## src/rtl/stream_upsize_keep.sv

```systemverilog
// Narrow-to-wide stream packer: collects T_DATA_RATIO beats into one word with a
// per-lane keep mask, early flush on last, selectable lane order and a registered output.
module stream_upsize_keep #(
    parameter int T_DATA_WIDTH = 4,
    parameter int T_DATA_RATIO = 2,
    parameter int MSB_FIRST    = 0
) (
    input  logic                                 clk,
    input  logic                                 rst,
    input  logic [T_DATA_WIDTH-1:0]              s_data_i,
    input  logic                                 s_valid_i,
    input  logic                                 s_last_i,
    output logic                                 s_ready_o,
    output logic [T_DATA_WIDTH*T_DATA_RATIO-1:0] m_data_o,
    output logic [T_DATA_RATIO-1:0]              m_keep_o,
    output logic                                 m_last_o,
    output logic                                 m_valid_o,
    input  logic                                 m_ready_i
);

    localparam int W  = T_DATA_WIDTH;
    localparam int R  = T_DATA_RATIO;
    localparam int CW = (R > 1) ? $clog2(R) : 1;
    localparam logic [CW-1:0] LAST_BEAT = CW'(R - 1);

    logic [CW-1:0]  r_cnt;
    logic [CW-1:0]  w_lane;
    logic [W*R-1:0] r_acc_data;
    logic [W*R-1:0] w_merge_data;
    logic [W*R-1:0] r_out_data;
    logic [R-1:0]   r_acc_keep;
    logic [R-1:0]   w_merge_keep;
    logic [R-1:0]   r_out_keep;
    logic           r_out_last;
    logic           r_out_valid;
    logic           w_ready;
    logic           w_accept;
    logic           w_complete;

    // Ready is held low during reset and whenever the output word is stalled.
    assign w_ready    = ~rst & (~r_out_valid | m_ready_i);
    assign w_accept   = s_valid_i & w_ready;
    assign w_complete = w_accept & ((r_cnt == LAST_BEAT) | s_last_i);

    generate
        if (MSB_FIRST != 0) begin : g_msb_first
            assign w_lane = LAST_BEAT - r_cnt;
        end else begin : g_lsb_first
            assign w_lane = r_cnt;
        end
    endgenerate

    // Merged view of the accumulator with the beat being accepted this cycle.
    generate
        for (genvar gi = 0; gi < R; gi++) begin : g_lane
            logic w_hit;
            assign w_hit = w_accept & (w_lane == CW'(gi));
            assign w_merge_data[gi*W +: W] = w_hit ? s_data_i : r_acc_data[gi*W +: W];
            assign w_merge_keep[gi]        = w_hit | r_acc_keep[gi];
        end
    endgenerate

    always_ff @(posedge clk or posedge rst) begin
        if (rst) begin
            r_cnt       <= '0;
            r_acc_data  <= '0;
            r_acc_keep  <= '0;
            r_out_data  <= '0;
            r_out_keep  <= '0;
            r_out_last  <= 1'b0;
            r_out_valid <= 1'b0;
        end else begin
            if (w_accept) begin
                if (w_complete) begin
                    r_out_data <= w_merge_data;
                    r_out_keep <= w_merge_keep;
                    r_out_last <= s_last_i;
                    r_cnt      <= '0;
                    r_acc_data <= '0;
                    r_acc_keep <= '0;
                end else begin
                    r_acc_data <= w_merge_data;
                    r_acc_keep <= w_merge_keep;
                    r_cnt      <= r_cnt + 1'b1;
                end
            end
            // A completing beat can only be accepted when the slot is empty or draining.
            if (w_complete) begin
                r_out_valid <= 1'b1;
            end else if (m_ready_i) begin
                r_out_valid <= 1'b0;
            end
        end
    end

    assign s_ready_o = w_ready;
    assign m_data_o  = r_out_data;
    assign m_keep_o  = r_out_keep;
    assign m_last_o  = r_out_last;
    assign m_valid_o = r_out_valid;

endmodule

```

## config.mk

```make
export PLATFORM = sky130hd
export DESIGN_NAME = stream_upsize_keep
export DESIGN_NICKNAME = d
export VERILOG_FILES = /design/src/rtl/stream_upsize_keep.sv
export SDC_FILE = /design/constraint.sdc
export NUM_CORES = 1
export LEC_CHECK = 0
export CAP_MARGIN = 10
export CORE_ASPECT_RATIO = 0.6
export CORE_MARGIN = 2
export CORE_UTILIZATION = 40
export DETAILED_ROUTE_END_ITERATION = 8
export GPL_TIMING_DRIVEN = 0
export PLACE_DENSITY = 0.67
export RECOVER_POWER = 25
export SYNTH_ARGS = -nofsm -noshare
export SYNTH_HDL_FRONTEND = slang
export SYNTH_SLANG_ARGS = --single-unit
```

## constraint.sdc

```tcl
create_clock -name clk -period 2.8 [get_ports clk]
set_input_delay 0.56 -clock clk [delete_from_list [all_inputs] [get_ports clk]]
set_output_delay 0.56 -clock clk [all_outputs]
set_load 0.02 [all_outputs]
```

After elaboration in Yosys (flattened, before gate mapping). Index checks and enable logic that the tools add are counted.

Flip-flop bits (word level): 23. Output and inout bits: 13. Logic and storage cells: 29.

$add $sub $neg: 1. Multiplexer cells: 7. Bitwise logic cells: 12. Reductions and logical operators: 2.

Operator list (count): $mux W4 (2); $mux W8 (1); $and A1 B1 Y1 (5); $or A1 B1 Y1 (4); $mux W1 (3); $not A1 Y1 (3); $mux W2 (1); $reduce_and A2 Y1 (1); $reduce_bool A2 Y1 (1); $add A1 B1 Y1 const B (1).

Longest topological paths before layout.
Depth after elaboration: 7. Depth in mapped cells: 5. Mapped depth without buffers: 3.

Least setup slack after synthesis. Ideal clock, no wire load.

Kind: input to output. From: input m_ready_i. To: output s_ready_o. Arrival: 1.187 ns. Data required time: 2.240 ns. Path slack: 1.053 ns. Cell stages on the path: 3. Path buffers: 1. Cells stage by stage: and2b_4 -> buf_2 -> nor2_1.

Cells in the longest elaborated chain, start to end: 2.

Ends and longest elaborated chain: start: declaration (line 18) `input logic m_ready_i`; $or A1 B1 Y1 (line 41) `assign w_ready = ~rst & (~r_out_valid | m_ready_i);`; $and A1 B1 Y1 (line 41); end: declaration (line 13) `output logic s_ready_o,`.

Every way passes these cells.

Final worst setup path. Same ends and word-level chain as after synthesis.

==> impl_metrics.csv <==
group,metric,value,unit
final_layout,finalNonFillerCells,177,
route,final_antenna_net_count,0,
pwr,vdd_drop_max,0.000344,V
critical_path,critical_path_peak_fanout,10,
global_routing,total_routing_usage_reported_by_global_routing,18.0,%
synth,post-synth-top-area-fraction,49.1,%
route,drt_drc_violations_left,0,
route,via_count_normalized_by_instance_count,5.65,
sta,rsz0062_at_grt,"no",
placement,place.port_buffers,21,
clocking,clk_tree_root_cell,"sky130_fd_sc_hd__clkbuf_8",
sta,finalSetupViolCount,0,
clocking,worst_setup_hold_path_clk_slew,0.08,ns
pwr,post-layout-total-power,1080,uW
route,routed-wl-met3,220,um
sta,finalMaxSlewViolations,0,
clocking,clock_tree.buffer_depth,2,
clocking,clock-sinks,23,
synth,synthesized_netlist_net_count,119,
placement,gpl.final_weighted_congestion,0.772,
floorplan,die_width,73.9,um
sta,finalSetupTns,0,ns
final_layout,design.final.nets,145,
route,finalWirelength,2800,um
route,detail_route.wirelength.met1,1360,um
floorplan,number_of_rows_in_the_core_area,15,
route,routed-via-count,1000,
global_routing,globalRouteOverflowTotal,0,
synth,ys.warnings.count,0,
synth,post_synth.cell_area_avg,10.7,um^2
synth,synth_cells,110,
floorplan,die_h,45.9,um
critical_path,worst_ep_required_time,2.24,ns
synth,synth.cell_area,1170,um^2
final_layout,n_antenna_cell,0,
critical_path,ff2ff_setup_slack,1.56,ns
pwr,leakage_dissipation,0.000614,uW
floorplan,fp.dieArea,3390,um^2
clocking,cts_htree_levels,1,
synth,ys_types,34,
route,dr.max_layer_used,"met4",
floorplan,initial_core_util,41.4,%
route,first_pass_iters,4,
final_layout,area_growth_syn_to_layout,22.4,%
critical_path,crit_type,"primary input to output port",
critical_path,cp-end-kind,"output port",
worst_hold_path,hold_path.class,"register to register",
clocking,tritoncts,"built",
final_layout,multi_input_area,483,um^2
global_routing,largest_net_degree_at_the_start_of_global_routing,24,
synth,synth_async_sr_flop_share,100,%
placement,dp_hpwl,1980,um
sta,post-route-min-period,2.71,ns
floorplan,core_region_area,2830,um^2
global_routing,first_global_vias,926,
synth,yosys_register_bits,23,
critical_path,crit_start,"m_ready_i",
route,met2RoutedLength,1190,um
clocking,cts_resized,0,
sta,fin_skew,0.00375,ns
critical_path,crit_end,"s_ready_o",
placement,dp_cells,173,
synth,netlist_top_cells_area,"sky130_fd_sc_hd__dfrtp_1 (49%), sky130_fd_sc_hd__nand4_1 (5.3%), sky130_fd_sc_hd__o21ai_0 (4.7%)",
final_layout,finish.utilization,50.6,%
global_routing,number_of_antenna_violations_at_the_first_check_in_global_routing,0,
final_layout,regArea,576,um^2
final_layout,fin_area,1440,um^2
critical_path,ff_to_ff_start,"r_cnt",
clocking,cts_inserted_buffers,3,
route,detail_route.wl_per_cell,15.8,um
sta,timing.fmax,370,MHz
final_layout,final_layout_size_suffix_gt1_share,9.63,%
flow_run,timing.max_cap.violations,0,
critical_path,critical_path.startpoint_type,"primary input",
sta,final_hold_viol_count,0,
critical_path,timing.critical_path.arrival,2.15,ns
final_layout,layout.filler_cells,260,
synth,yosys.area.top_type,"sky130_fd_sc_hd__dfrtp_1",
synth,synth_most_common_cell,"sky130_fd_sc_hd__dfrtp_1",
synth,synth_seq_area_share,49.1,%
critical_path,r2r.worst_path.cells,4,
clocking,postCtsSetupRepairBufs,0,
run_status,status,"finished, final reports clean",
clocking,holdBufCountCts,0,
placement,placedInstanceArea,1440,um^2
synth,number_of_synthesized_flops_with_an_enable_pin,0,
critical_path,r2r-end,"m_keep_o[0]",
synth,yosys_most_used_dff,"sky130_fd_sc_hd__dfrtp_1",
clocking,insertion_delay,0.27,ns
sta,layout_worst_path_cycle_share,96.6,%
route,first_iter_violations,59,
sta,worst-slew-pin-transition,0.886,ns
sta,max-slew-margin-rel,40.9,%
pwr,cellPowerDensity,755,nW/um^2
floorplan,pin_count,22,
synth,synthTopCellsByCount,"sky130_fd_sc_hd__dfrtp_1 (23), sky130_fd_sc_hd__o21ai_0 (11), sky130_fd_sc_hd__nand4_1 (10), sky130_fd_sc_hd__nand3_1 (7), sky130_fd_sc_hd__nor2b_1 (6)",
global_routing,grt_first_pass_wirelength,4460,um
state kept, by name, indices dropped and copies added, names as in the netlist:
name / flops
r_acc_keep: 2
m_keep_o: 2
r_acc_data: 8
m_last_o: 1
m_data_o: 8
m_valid_o: 1
r_cnt: 1
worst min-delay path by stage:
stage / start / to / slack, ns / cells past startpoint
finish: r_acc_data[6] / r_acc_data[6] / 0.50 / 1
global route: m_last_o / m_last_o / 0.52 / 1
CTS: r_acc_data[0] / r_acc_data[0] / 0.51 / 2
detailed placement: r_acc_data[6] / r_acc_data[6] / 0.49 / 1
global placement: r_acc_keep[0] / m_keep_o[0] / 0.47 / 1
floorplan: r_acc_data[4] / r_acc_data[4] / 0.46 / 1
kinds of logic after synthesis:
kind of cell | Yosys count | share of synthesized area [%]
simple gates | 47 | 26.8
compound gates | 27 | 16.1
flops | 23 | 49.1
buf+inv | 13 | 8.00
metrics by stage:
stage               setup slack [ns]  hold slack (ns)
detailed placement             0.104            0.486
finish                        0.0942            0.504
global route                  0.0292            0.515
CTS                           0.0926            0.506
floorplan                       1.05            0.456
global placement               0.107            0.473
layout by cell type (no fill, tap or decap), types with 2 or more instances in the layout:
master / n
sky130_fd_sc_hd__nor2b_1: 7
sky130_fd_sc_hd__dfrtp_1: 23
sky130_fd_sc_hd__clkbuf_8: 3
sky130_fd_sc_hd__clkdlybuf4s50_1: 20
sky130_fd_sc_hd__and3b_1: 3
sky130_fd_sc_hd__clkbuf_1: 4
sky130_fd_sc_hd__o21ai_1: 2
sky130_fd_sc_hd__nor2_1: 3
sky130_fd_sc_hd__inv_1: 4
sky130_fd_sc_hd__nand3_1: 8
sky130_fd_sc_hd__a32oi_1: 3
sky130_fd_sc_hd__a41oi_1: 4
sky130_fd_sc_hd__nand2_1: 4
sky130_fd_sc_hd__nand4_1: 10
sky130_fd_sc_hd__nor3_1: 2
sky130_fd_sc_hd__nor3b_1: 3
sky130_fd_sc_hd__nand2b_1: 3
sky130_fd_sc_hd__o21ai_0: 11
sky130_fd_sc_hd__buf_4: 4
report_power, final:
part           switching [uW]  internal, uW  total [uW]
Combinational             217           201         418
Clock                     105           102         206
Sequential               52.3           407         460
Total                     374           710        1080
routing by layer:
metal  vias up  GRT usage (%)
li1        459              -
met1       488           25.5
met2        49           26.1
met3         4           5.31
met4         0           6.18
met5         -              0
area by class of cell:
class	count	share of cell area, %
Buffer	9	3.75
Clock buffer	4	3.14
Inverter	4	1.05
Multi-Input combinational cell	74	33.7
Sequential cell	23	40.1
Tap cell	42	3.66
Timing Repair Buffer	21	14.6
worst max-delay path, cell delays in order:
cell                              delay [ns]
sky130_fd_sc_hd__clkdlybuf4s50_1        0.48
sky130_fd_sc_hd__and2b_4                0.21
sky130_fd_sc_hd__buf_2                  0.19
sky130_fd_sc_hd__nor2_1                 0.10
sky130_fd_sc_hd__clkdlybuf4s50_1        0.61
Power figures use the tool's default switching activity.
